### config.mk
export PLATFORM = sky130hd
export DESIGN_NAME = serial_add_ctrl
export DESIGN_NICKNAME = d
export VERILOG_FILES = /design/src/rtl/serial_add_ctrl.sv
export SDC_FILE = /design/constraint.sdc
export NUM_CORES = 1
export LEC_CHECK = 0
export ABC_AREA = 1
export CAP_MARGIN = 10
export CORE_MARGIN = 2
export CORE_UTILIZATION = 55
export DETAILED_ROUTE_END_ITERATION = 6
export PLACE_DENSITY = 0.84
export SYNTH_ARGS = -nofsm -noshare
export SYNTH_HDL_FRONTEND = slang
export SYNTH_SLANG_ARGS = --single-unit
export TNS_END_PERCENT = 10
### constraint.sdc
create_clock -name clk -period 2.1 [get_ports clk]
set_input_delay 0.21 -clock clk [delete_from_list [all_inputs] [get_ports clk]]
set_output_delay 0.21 -clock clk [all_outputs]
set_load 0.01 [all_outputs]
### src/rtl/serial_add_ctrl.sv
// serial_add_ctrl
//   Bit-serial adder controller. Computes {c,s} = a + b + cin one bit per
//   clock, LSB first, using a single shared 1-bit full adder. A request is
//   accepted in IDLE when start is high. WIDTH clock edges later the result
//   is loaded into s/c and done pulses for one cycle. The FSM then returns
//   to IDLE one edge after that. With start held high, one operation is
//   accepted every WIDTH+2 cycles.
//
//   Optional feature: define SERIAL_ADD_OVF_EN to add the signed overflow
//   output ovf. When the macro is undefined, the port and its logic are absent.
//
// Ports
//   clk   in   rising-edge clock
//   rst   in   asynchronous active-high reset
//   start in   request a new addition (sampled only in IDLE)
//   a,b   in   WIDTH-bit operands, captured on acceptance
//   cin   in   carry-in, captured on acceptance
//   busy  out  high while an operation is running or completing
//   done  out  one-cycle pulse, result valid
//   s     out  WIDTH-bit sum register
//   c     out  carry-out register
//   ovf   out  signed overflow register (SERIAL_ADD_OVF_EN only)

// 1-bit full adder; the controller instantiates exactly one of these.
module serial_add_fa (
   input  logic x,
   input  logic y,
   input  logic ci,
   output logic sum,
   output logic co
);
   assign sum = x ^ y ^ ci;
   assign co  = (x & y) | (x & ci) | (y & ci);
endmodule

module serial_add_ctrl #(
   parameter int unsigned WIDTH = 8
) (
   input  logic             clk,
   input  logic             rst,
   input  logic             start,
   input  logic [WIDTH-1:0] a,
   input  logic [WIDTH-1:0] b,
   input  logic             cin,
   output logic             busy,
   output logic             done,
   output logic [WIDTH-1:0] s,
   output logic             c
`ifdef SERIAL_ADD_OVF_EN
   ,
   output logic             ovf
`endif
);

   localparam int unsigned CW = (WIDTH > 1) ? $clog2(WIDTH) : 1;

   typedef enum logic [1:0] {
      ST_IDLE,
      ST_RUN,
      ST_DONE
   } state_t;

   state_t           state;
   state_t           state_nxt;

   logic [WIDTH-1:0] a_sh;
   logic [WIDTH-1:0] b_sh;
   // Holds the WIDTH-1 sum bits produced before the final edge; the final
   // sum bit is concatenated on top when s is loaded.
   logic [WIDTH-2:0] acc;
   logic [WIDTH-1:0] acc_shift;
   logic             carry;
   logic [CW-1:0]    cnt;

   logic             fa_sum;
   logic             fa_co;
   logic             accept;
   logic             last_bit;

   serial_add_fa u_fa (
      .x   (a_sh[0]),
      .y   (b_sh[0]),
      .ci  (carry),
      .sum (fa_sum),
      .co  (fa_co)
   );

   assign accept    = (state == ST_IDLE) && start;
   assign last_bit  = (state == ST_RUN) && (cnt == CW'(WIDTH - 1));
   assign acc_shift = {fa_sum, acc};
   assign busy      = (state != ST_IDLE);

   // State register
   always_ff @(posedge clk or posedge rst) begin
      if (rst) begin
         state <= ST_IDLE;
      end else begin
         state <= state_nxt;
      end
   end

   // Next-state logic
   always_comb begin
      state_nxt = state;
      unique case (state)
         ST_IDLE: if (start)    state_nxt = ST_RUN;
         ST_RUN:  if (last_bit) state_nxt = ST_DONE;
         ST_DONE: state_nxt = ST_IDLE;
         default: state_nxt = ST_IDLE;
      endcase
   end

   // Datapath and result registers
   always_ff @(posedge clk or posedge rst) begin
      if (rst) begin
         a_sh  <= '0;
         b_sh  <= '0;
         acc   <= '0;
         carry <= 1'b0;
         cnt   <= '0;
         s     <= '0;
         c     <= 1'b0;
         done  <= 1'b0;
`ifdef SERIAL_ADD_OVF_EN
         ovf   <= 1'b0;
`endif
      end else begin
         done <= last_bit;
         if (accept) begin
            a_sh  <= a;
            b_sh  <= b;
            carry <= cin;
            cnt   <= '0;
         end else if (state == ST_RUN) begin
            a_sh  <= a_sh >> 1;
            b_sh  <= b_sh >> 1;
            acc   <= acc_shift[WIDTH-1:1];
            carry <= fa_co;
            cnt   <= cnt + 1'b1;
            if (last_bit) begin
               s <= acc_shift;
               c <= fa_co;
`ifdef SERIAL_ADD_OVF_EN
               // carry flop holds the carry into the MSB on this edge
               ovf <= carry ^ fa_co;
`endif
            end
         end
      end
   end

endmodule

; ---- Word level (Yosys, flattened, before mapping)
; Cells that the tools add are included.
[op_classes]
n_mux = 11
add_sub_neg = 1
reduce_logical = 8
n_bitwise = 8
eq_ne = 4
[op_table]
columns = cell, count
row1 = 8-bit two-way mux, 4
row2 = 3-bit two-way mux, 2
row3 = 2-bit two-way mux, 2
row4 = "2-bit != test, second input constant", 2
row5 = 2-bit case mux with 2 select lines, 1
row6 = 2-bit AND reduction, 2
row7 = 2-bit nonzero test, 2
row8 = "3-bit by 1-bit adder with 3-bit output, second input constant", 1
row9 = 1-bit AND, 3
row10 = "3-bit equality test, second input constant", 1
row11 = 3-bit AND reduction, 1
row12 = "2-bit by 1-bit equality test with 1-bit output, second input constant", 1
row13 = 1-bit logical AND, 2
row14 = 2-bit zero test, 1
row15 = 1-bit two-way mux, 2
row16 = 1-bit OR, 2
row17 = 1-bit XOR, 2
row18 = 1-bit NOT, 1
[totals]
register_bits = 39
elab_cells = 41
input_bits = 20
output_inout_bits = 11

; ---- Logic depth before layout (Yosys ltp)
; Gate-level depths: netlist (run 1).
[logic_depth]
ltp_word = 5
ltp_mapped = 6

; ---- Modules after synthesis
; From an unflattened synthesis (run 1), not the netlist that was laid out.
[hier_totals]
hier_cells = 184
area_unflattened_um2 = 1635.3
[modules_own_cells]
columns = mod, n_inst, cells_per_inst, area_each_um2
row1 = serial_add_ctrl, 1, 183, 1615.3
row2 = serial_add_fa, 1, 1, 20.0

; ---- Worst setup path before layout (run 1)
; Ideal clock, no wire load.
[synth_timing]
path_type = register to register
startpoint = register cnt[0]
endpoint = register s[7]
arrival_time_ns = 1.006
t_required_ns = 1.983
stages_incl_launch_ff = 7
n_path_buf = 0
setup_slack_ns = 0.978
cell_sequence = dfrtp_1 > ha_1 > ha_1 > inv_2 > nor2_4 > nand2_1 > nand2_1
[synth_via]
elab_chain_cells = 3
[synth_lines]
columns = item, line
row1 = "start, declared", 73  ; logic [CW-1:0] cnt;
row2 = "start signal, assigned", 139  ; cnt <= cnt + 1'b1;
row3 = 3-bit equality test, 89  ; assign last_bit = (state == ST_RUN) && (cnt == CW'(WIDTH - 1));
row4 = 1-bit logical AND, 89
row5 = named net last_bit, 78  ; logic last_bit;
row6 = 3-bit AND reduction (no source line), --
row7 = "end signal, assigned", 141  ; s <= acc_shift;
row8 = "end, declared", 47  ; output logic [WIDTH-1:0] s,
; The timed path passes the listed nets, and every way through them passes these cells.
; A chain may end at the register's enable or synchronous reset.

; ---- Worst setup path after layout (run 1)
[layout_timing]
startpoint = register state[0]
endpoint = output port busy
[layout_via]
elab_chain_cells = 1
[layout_lines]
columns = item, line
row1 = "start, declared", 63  ; state_t state;
row2 = "start signal, assigned", 98  ; state <= state_nxt;
row3 = 2-bit nonzero test, 91  ; assign busy = (state != ST_IDLE);
row4 = "end, declared", 45  ; output logic busy,
; No other way between the ends.

==> results of run 1 <==
[layer usage]
layer  track usage  vias to the layer above  wire, µm
li1              -                      658         -
met1         0.267                      604      1380
met2         0.308                       36      1430
met3        0.0659                        2       141
met4        0.0487                        0        19
met5             0                        -         0
[cells by family after synthesis]
logic type	synth area share
AOI/OAI and AO/OA	0.0152
adders and majority gates	0.0273
buffers and inverters	0.0448
DFF	0.592
and+or+nand+nor	0.321
[registers in the layout (all words and copies together) (netlist names)]
signal / count
s: 8
state: 2
a_sh: 8
acc: 7
cnt: 3
carry: 1
c: 1
done: 1
b_sh: 8
[worst max-delay path, delay by kind of cell, from the launching register on]
kind,cells,cell delay [ps]
buf+inv,2,500
flops,1,450
simple gates,1,150
[power by group through the flow]
stage | clock, µW | sequential, µW | combinational [µW]
after floorplan | 0 | 1260 | 659
after global placement | 0 | 1240 | 971
after detailed placement | 0 | 1260 | 1020
after CTS | 530 | 1250 | 1020
after global routing | 556 | 1290 | 1150
final | 517 | 1250 | 1010
[cell type report]
type                    instances  area [µm²]  share of cell area
multi-input cells             133         599               0.291
flip-flops and latches         39         976               0.474
well taps                      31        38.8              0.0189
inverters                       7        26.3              0.0128
clock buffers                   6        51.3              0.0249
repair buffers                 34         330               0.161
clock inverters                 2        35.0              0.0170
[worst min-delay path by stage]
stage / depth (start not counted) / end / start
6_report: 3 / s[0] / rst
4_1_cts: 3 / s[0] / rst
5_1_grt: 3 / done / rst
3_3_place_gp: 2 / s[0] / s[0]
3_5_place_dp: 2 / a_sh[7] / a_sh[7]
2_1_floorplan: 2 / a_sh[7] / a[7]
[through the flow]
| stage | total power (µW) | hold slack (ps) | util | area (µm²) | instances |
|---|---|---|---|---|---|
| 6_report | 2780 | 262 | 0.733 | 2060 | 252 |
| 5_1_grt | 3000 | 315 | 0.733 | 2060 | 252 |
| 4_1_cts | 2800 | 271 | 0.733 | 2060 | 252 |
| 3_5_place_dp | 2280 | 459 | 0.702 | 1970 | 244 |
| 3_3_place_gp | 2220 | 453 | 0.702 | 1970 | 244 |
| 2_1_floorplan | 1920 | 355 | - | 1650 | 187 |
[placed cells by master, fill, tap and decap left out]
master                            count
sky130_fd_sc_hd__nand3_1             32
sky130_fd_sc_hd__buf_4                4
sky130_fd_sc_hd__ha_1                 2
sky130_fd_sc_hd__nor2_1               1
sky130_fd_sc_hd__nor2_4               2
sky130_fd_sc_hd__bufinv_16            1
sky130_fd_sc_hd__inv_1                3
sky130_fd_sc_hd__nand2_1             88
sky130_fd_sc_hd__inv_2                4
sky130_fd_sc_hd__o21ai_1              5
sky130_fd_sc_hd__dfrtp_1             39
sky130_fd_sc_hd__clkdlybuf4s50_1     30
sky130_fd_sc_hd__nand2_2              2
sky130_fd_sc_hd__clkbuf_4             5
sky130_fd_sc_hd__clkbuf_8             1
sky130_fd_sc_hd__fa_1                 1
sky130_fd_sc_hd__clkinv_2             1
==> run_summary.xml, run 1 <==
<?xml version="1.0" encoding="UTF-8"?>
<metrics>
  <group name="status">
    <metric name="outcome" unit="">complete, but fails checks</metric>
    <metric name="failed_checks" unit="">design-rule violations</metric>
  </group>
  <group name="yosys">
    <metric name="netlist_top_cells_area" unit="">sky130_fd_sc_hd__dfrtp_1, sky130_fd_sc_hd__nand2_1, sky130_fd_sc_hd__nand3_1, sky130_fd_sc_hd__buf_2, sky130_fd_sc_hd__ha_1</metric>
    <metric name="synthesis.area" unit="µm²">1650</metric>
    <metric name="synthesis.instances" unit="">187</metric>
    <metric name="ys_ff_latch" unit="">39</metric>
    <metric name="yosysSeqAreaShare" unit="">0.592</metric>
    <metric name="synthDominantAreaCellType" unit="">sky130_fd_sc_hd__dfrtp_1</metric>
    <metric name="yosysWarningCount" unit="">0</metric>
    <metric name="postSynth.topFlopCell" unit="">sky130_fd_sc_hd__dfrtp_1</metric>
    <metric name="yosys.cell_count.top_type" unit="">sky130_fd_sc_hd__nand2_1</metric>
    <metric name="yosysTopAreaCellShare" unit="">0.592</metric>
    <metric name="synth-edff-count" unit="">0</metric>
    <metric name="netlist-cell-type-count" unit="">13</metric>
    <metric name="post_synth.cell_area_avg" unit="µm²">8.82</metric>
    <metric name="postSynth.asyncResetShare" unit="">1.00</metric>
    <metric name="synthTopCellsByCount" unit="">sky130_fd_sc_hd__nand2_1, sky130_fd_sc_hd__dfrtp_1, sky130_fd_sc_hd__nand3_1, sky130_fd_sc_hd__buf_2, sky130_fd_sc_hd__o21ai_1</metric>
    <metric name="syn-num-nets" unit="">210</metric>
  </group>
  <group name="timing">
    <metric name="tns" unit="ps">0</metric>
    <metric name="report.final.setup_viol" unit="">0</metric>
    <metric name="timing.final.ws_setup" unit="ps">456</metric>
    <metric name="skew" unit="ps">13.5</metric>
    <metric name="timing_limited_maximum_frequency" unit="GHz">0.608</metric>
    <metric name="final.period_utilization" unit="">0.783</metric>
    <metric name="actual_transition_at_the_worst_max_transition_pin" unit="ps">461</metric>
    <metric name="rsz0062_at_grt" unit="">false</metric>
    <metric name="slew_headroom" unit="">0.693</metric>
    <metric name="timing_max_transition_violations_final" unit="">0</metric>
    <metric name="layout_min_cycle_time" unit="ps">1640</metric>
    <metric name="final-hold-violation-count" unit="">0</metric>
  </group>
  <group name="setup_path">
    <metric name="r2r_slack" unit="ps">550</metric>
    <metric name="criticalPathCategory" unit="">flip-flop to primary output</metric>
    <metric name="cp-endpoint" unit="">busy</metric>
    <metric name="timing.critical_path.slowest_cell_delay" unit="ps">470</metric>
    <metric name="cp_data_required_time" unit="ps">1890</metric>
    <metric name="timing.critical_path.arrival" unit="ps">1430</metric>
    <metric name="worst-path-max-fanout" unit="">4</metric>
    <metric name="worstSetupStartpoint" unit="">state[0]</metric>
    <metric name="critical_path.slowest_cell" unit="">sky130_fd_sc_hd__clkdlybuf4s50_1</metric>
    <metric name="end_kind" unit="">primary output</metric>
    <metric name="cp_startpoint_kind" unit="">flip-flop</metric>
    <metric name="rr_startpoint" unit="">state[1]</metric>
    <metric name="r2r_depth" unit="">6</metric>
    <metric name="crit-reg2reg-capture" unit="">s[2]</metric>
    <metric name="worstPathCellList" unit="">nor2_4 &gt; inv_2 &gt; clkdlybuf4s50_1</metric>
  </group>
  <group name="place">
    <metric name="placement.setup.worst_slack" unit="ps">544</metric>
    <metric name="gpl.final_weighted_congestion" unit="">0.777</metric>
    <metric name="dpl.hpwl" unit="µm">2090</metric>
    <metric name="place.port_buffers" unit="">30</metric>
  </group>
  <group name="grt">
    <metric name="antenna_found_initial" unit="">0</metric>
    <metric name="grt_use_total" unit="">0.197</metric>
    <metric name="grt_max_degree" unit="">40</metric>
    <metric name="grt_remaining_overflow" unit="">0</metric>
    <metric name="via_count_of_the_first_global_routing_pass" unit="">1187</metric>
    <metric name="global_route_wire_length_before_repair" unit="µm">5090</metric>
  </group>
  <group name="floorplan">
    <metric name="design.die.area" unit="µm²">3450</metric>
    <metric name="start_util" unit="">0.588</metric>
    <metric name="fp.dieW" unit="µm">58.8</metric>
    <metric name="count_of_pins_on_the_block_boundary" unit="">31</metric>
    <metric name="core-area" unit="µm²">2810</metric>
    <metric name="die_height" unit="µm">58.8</metric>
    <metric name="std_cell_rows" unit="">19</metric>
  </group>
  <group name="clocking">
    <metric name="cts.htree.levels" unit="">2</metric>
    <metric name="cts.sink_count" unit="">39</metric>
    <metric name="cts_made_buffers" unit="">5</metric>
    <metric name="cts_tree" unit="">yes</metric>
    <metric name="clk_pin_slew" unit="ps">120</metric>
    <metric name="maximum_number_of_buffers_from_clock_root_to_sink" unit="">2</metric>
    <metric name="cts_setup_buffers" unit="">0</metric>
    <metric name="cts_repair_resize_count" unit="">0</metric>
    <metric name="root_buffer" unit="">sky130_fd_sc_hd__clkbuf_4</metric>
    <metric name="hold_buf_cts" unit="">0</metric>
    <metric name="insertion_delay" unit="ps">340</metric>
  </group>
  <group name="routing">
    <metric name="avgRoutedWirePerCell" unit="µm">11.8</metric>
    <metric name="drc_violation_count_after_routing" unit="">3</metric>
    <metric name="initialDrtViolationCount" unit="">80</metric>
    <metric name="drt_pre_antenna_iters" unit="">7</metric>
    <metric name="route.vias.total" unit="">1300</metric>
    <metric name="drt_via_density" unit="">5.16</metric>
    <metric name="final_antenna_net_count" unit="">0</metric>
    <metric name="route.final.wire_length" unit="µm">2970</metric>
  </group>
  <group name="final_layout">
    <metric name="drive_gt1_frac" unit="">0.0905</metric>
    <metric name="syn_to_final_growth" unit="%">24.7</metric>
    <metric name="antenna_cells" unit="">0</metric>
    <metric name="nNetsFinal" unit="">243</metric>
    <metric name="nFillCells" unit="">221</metric>
  </group>
  <group name="power_and_ir_drop">
    <metric name="power_switching" unit="µW">989</metric>
    <metric name="power_per_cell_area" unit="nW/µm²">1350</metric>
    <metric name="worst_ir_drop_vdd" unit="mV">0.663</metric>
    <metric name="comb_power_share" unit="">0.364</metric>
    <metric name="p_leak" unit="µW">0.00104</metric>
    <metric name="pwr-share-seq" unit="">0.449</metric>
    <metric name="switching_power_share_of_the_total" unit="">0.356</metric>
    <metric name="clock_network_fraction_of_design_power" unit="">0.186</metric>
    <metric name="internal_power_consumption" unit="µW">1790</metric>
  </group>
  <group name="min_path">
    <metric name="classification_of_the_worst_slack_hold_path" unit="">input port to asynchronous set/reset pin</metric>
  </group>
  <group name="run">
    <metric name="timing.max_cap.violations" unit="">0</metric>
  </group>
</metrics>
(Power assumes the default switching activity.)
==> run 2: changes to the inputs <==
--- a/config.mk
+++ b/config.mk
@@ -8,9 +8,9 @@
 export ABC_AREA = 1
 export CAP_MARGIN = 10
 export CORE_MARGIN = 2
-export CORE_UTILIZATION = 55
+export CORE_UTILIZATION = 51
 export DETAILED_ROUTE_END_ITERATION = 6
-export PLACE_DENSITY = 0.84
+export PLACE_DENSITY = 0.78
 export SYNTH_ARGS = -nofsm -noshare
 export SYNTH_HDL_FRONTEND = slang
 export SYNTH_SLANG_ARGS = --single-unit
==> constraint.sdc (replaced) <==
create_clock -name clk -period 1.6 [get_ports clk]
set_input_delay 0.16 -clock clk [delete_from_list [all_inputs] [get_ports clk]]
set_output_delay 0.16 -clock clk [all_outputs]
set_load 0.01 [all_outputs]
==> run 2 against run 1 <==
Compared with the run above: the run now ends clean; sequential power grew 30%; die area grew 7.3%; clock power grew 30%; count of clock-buffer cells in the layout is the same; hold slack lost 34 ps; first-iteration DRC count shrank 29%; critical path type unchanged; critical endpoint is now s[3]; largest cell class unchanged.
==> run_summary.xml, run 2 (same netlist as run 1, synthesis figures left out) <==
<?xml version="1.0" encoding="UTF-8"?>
<metrics>
  <group name="status">
    <metric name="outcome" unit="">completed</metric>
  </group>
  <group name="final_layout">
    <metric name="syn_to_final_growth" unit="%">26.8</metric>
    <metric name="fin_cells" unit="">267</metric>
    <metric name="antenna_cells" unit="">0</metric>
    <metric name="most-common-layout-cells" unit="">sky130_fd_sc_hd__nand2_1, sky130_fd_sc_hd__dfrtp_1, sky130_fd_sc_hd__nand3_1</metric>
    <metric name="final_cell_area" unit="µm²">2090</metric>
    <metric name="nNetsFinal" unit="">245</metric>
    <metric name="reg.largest.list" unit="">a_sh: 8 flops, b_sh: 8 flops, s: 8 flops</metric>
    <metric name="drive_gt1_frac" unit="">0.0987</metric>
    <metric name="layout_commonest_cell" unit="">sky130_fd_sc_hd__nand2_1</metric>
  </group>
  <group name="timing">
    <metric name="timing_max_transition_violations_final" unit="">0</metric>
    <metric name="rsz0062_at_grt" unit="">false</metric>
    <metric name="actual_transition_at_the_worst_max_transition_pin" unit="ps">468</metric>
    <metric name="tns" unit="ps">0</metric>
    <metric name="timing.final.ws_setup" unit="ps">194</metric>
    <metric name="timing_limited_maximum_frequency" unit="GHz">0.711</metric>
    <metric name="final-hold-violation-count" unit="">0</metric>
    <metric name="layout_min_cycle_time" unit="ps">1410</metric>
    <metric name="skew" unit="ps">6.82</metric>
    <metric name="final.period_utilization" unit="">0.879</metric>
    <metric name="slew_headroom" unit="">0.688</metric>
    <metric name="report.final.setup_viol" unit="">0</metric>
  </group>
  <group name="floorplan">
    <metric name="std_cell_rows" unit="">20</metric>
    <metric name="core-area" unit="µm²">3050</metric>
    <metric name="count_of_pins_on_the_block_boundary" unit="">31</metric>
    <metric name="start_util" unit="">0.540</metric>
    <metric name="fp.dieW" unit="µm">60.9</metric>
    <metric name="die_height" unit="µm">60.9</metric>
    <metric name="design.die.area" unit="µm²">3700</metric>
  </group>
  <group name="setup_path">
    <metric name="timing.critical_path.slowest_cell_delay" unit="ps">550</metric>
    <metric name="timing.critical_path.max_delay_family" unit="">buffers and inverters</metric>
    <metric name="worstPathCellList" unit="">clkdlybuf4s50_1</metric>
    <metric name="timing.critical_path.arrival" unit="ps">1250</metric>
    <metric name="end_kind" unit="">primary output</metric>
    <metric name="cp_startpoint_kind" unit="">flip-flop</metric>
    <metric name="criticalPathCategory" unit="">flip-flop to primary output</metric>
    <metric name="critical_path.n_buffers_inverters" unit="">1</metric>
    <metric name="r2r_slack" unit="ps">200</metric>
    <metric name="cp_data_required_time" unit="ps">1440</metric>
    <metric name="critical_path.slowest_cell" unit="">sky130_fd_sc_hd__clkdlybuf4s50_1</metric>
    <metric name="cp_num_cells" unit="">1</metric>
    <metric name="worst-path-max-fanout" unit="">2</metric>
    <metric name="r2r_depth" unit="">6</metric>
  </group>
  <group name="clocking">
    <metric name="cts.sink_count" unit="">39</metric>
    <metric name="clk_pin_slew" unit="ps">110</metric>
    <metric name="insertion_delay" unit="ps">340</metric>
    <metric name="cts.htree.levels" unit="">2</metric>
    <metric name="root_buffer" unit="">sky130_fd_sc_hd__clkbuf_4</metric>
    <metric name="maximum_number_of_buffers_from_clock_root_to_sink" unit="">2</metric>
    <metric name="cts_made_buffers" unit="">5</metric>
    <metric name="cts_tree" unit="">yes</metric>
  </group>
  <group name="run">
    <metric name="timing.max_cap.violations" unit="">0</metric>
  </group>
  <group name="place">
    <metric name="gpl.final_weighted_congestion" unit="">0.768</metric>
    <metric name="dpl-instance-area" unit="µm²">1990</metric>
    <metric name="dpl.hpwl" unit="µm">2260</metric>
    <metric name="total_instance_count_after_detailed_placement" unit="">258</metric>
    <metric name="place.port_buffers" unit="">30</metric>
    <metric name="placement.setup.worst_slack" unit="ps">298</metric>
  </group>
  <group name="power_and_ir_drop">
    <metric name="worst_ir_drop_vdd" unit="mV">0.856</metric>
    <metric name="p_leak" unit="µW">0.00105</metric>
    <metric name="design_power_total" unit="µW">3650</metric>
    <metric name="power_per_cell_area" unit="nW/µm²">1740</metric>
  </group>
  <group name="grt">
    <metric name="via_count_of_the_first_global_routing_pass" unit="">1288</metric>
    <metric name="grt_use_total" unit="">0.197</metric>
    <metric name="antenna_found_initial" unit="">0</metric>
    <metric name="global_route_wire_length_before_repair" unit="µm">5270</metric>
    <metric name="grt_remaining_overflow" unit="">0</metric>
    <metric name="grt_max_degree" unit="">40</metric>
  </group>
  <group name="routing">
    <metric name="wl_met1" unit="µm">1290</metric>
    <metric name="final_antenna_net_count" unit="">0</metric>
    <metric name="initialDrtViolationCount" unit="">57</metric>
    <metric name="drt_via_density" unit="">4.94</metric>
    <metric name="routed-wl-met3" unit="µm">138</metric>
    <metric name="drt_pre_antenna_iters" unit="">4</metric>
    <metric name="avgRoutedWirePerCell" unit="µm">11.5</metric>
    <metric name="route.final.wire_length" unit="µm">3080</metric>
    <metric name="routed.top_layer" unit="">met4</metric>
    <metric name="route.vias.total" unit="">1319</metric>
    <metric name="drc_violation_count_after_routing" unit="">0</metric>
    <metric name="route.met2.wl" unit="µm">1590</metric>
  </group>
  <group name="min_path">
    <metric name="classification_of_the_worst_slack_hold_path" unit="">input port to asynchronous set/reset pin</metric>
  </group>
</metrics>
==> run 2: changes by cell type in the layout (fill, tap and decap cells not counted) <==
cell / change
sky130_fd_sc_hd__buf_4: +2
sky130_fd_sc_hd__dlymetal6s2s_1: +1
sky130_fd_sc_hd__clkdlybuf4s50_1: -1
==> run 2: per-stage QoR <==
stage / hold WS [ps] / utilization
finish: 228 / 0.685
global route: 303 / 0.685
CTS: 237 / 0.684
detailed placement: 459 / 0.653
global placement: 452 / 0.653
floorplan: 305 / -
==> run 2: worst min-delay path, stage by stage <==
cell	delay, ps
sky130_fd_sc_hd__clkdlybuf4s50_1	400
sky130_fd_sc_hd__inv_1	60
sky130_fd_sc_hd__buf_4	400
==> run 2: timing repair <==
item / 4_1_cts / 5_1_grt
endpoints found under the hold margin: 0 / 0
gates resized for setup: 0 / 1
setup buffers: 1 / 0
hold buffers: 0 / 0
endpoints found under the setup margin: 1 / 1
==> run 2: final timing paths <==
path / from / endpoint
worst max register to register: state[0] / b_sh[5]
max in group asynchronous: rst / s[2]
worst min register to register: s[0] / s[0]
min in group clk: a[7] / a_sh[7]
worst min-delay path: rst / s[0]
worst max-delay path: s[3] / s[3]
==> run 2: area by class of cell <==
type | instances | area, µm²
Multi-Input combinational cell | 133 | 599
Fill cell | 258 | 962
Timing Repair Buffer | 36 | 348
Clock inverter | 2 | 35.0
Inverter | 7 | 26.3
Tap cell | 44 | 55.1
Sequential cell | 39 | 976
Clock buffer | 6 | 51.3
==> run 2: power breakdown <==
group          leakage, µW  switching, µW  total [µW]  internal [µW]
Clock            0.0000482            303         672            369
Combinational     0.000501            738        1350            614
Sequential        0.000501            236        1620           1390
Total              0.00105           1280        3650           2370
==> run 2: per-layer routing <==
metal  vias up  GRT usage
met2        32      0.332
met5         -          0
met4         0      0.121
li1        663          -
met1       619      0.232
met3         5     0.0405
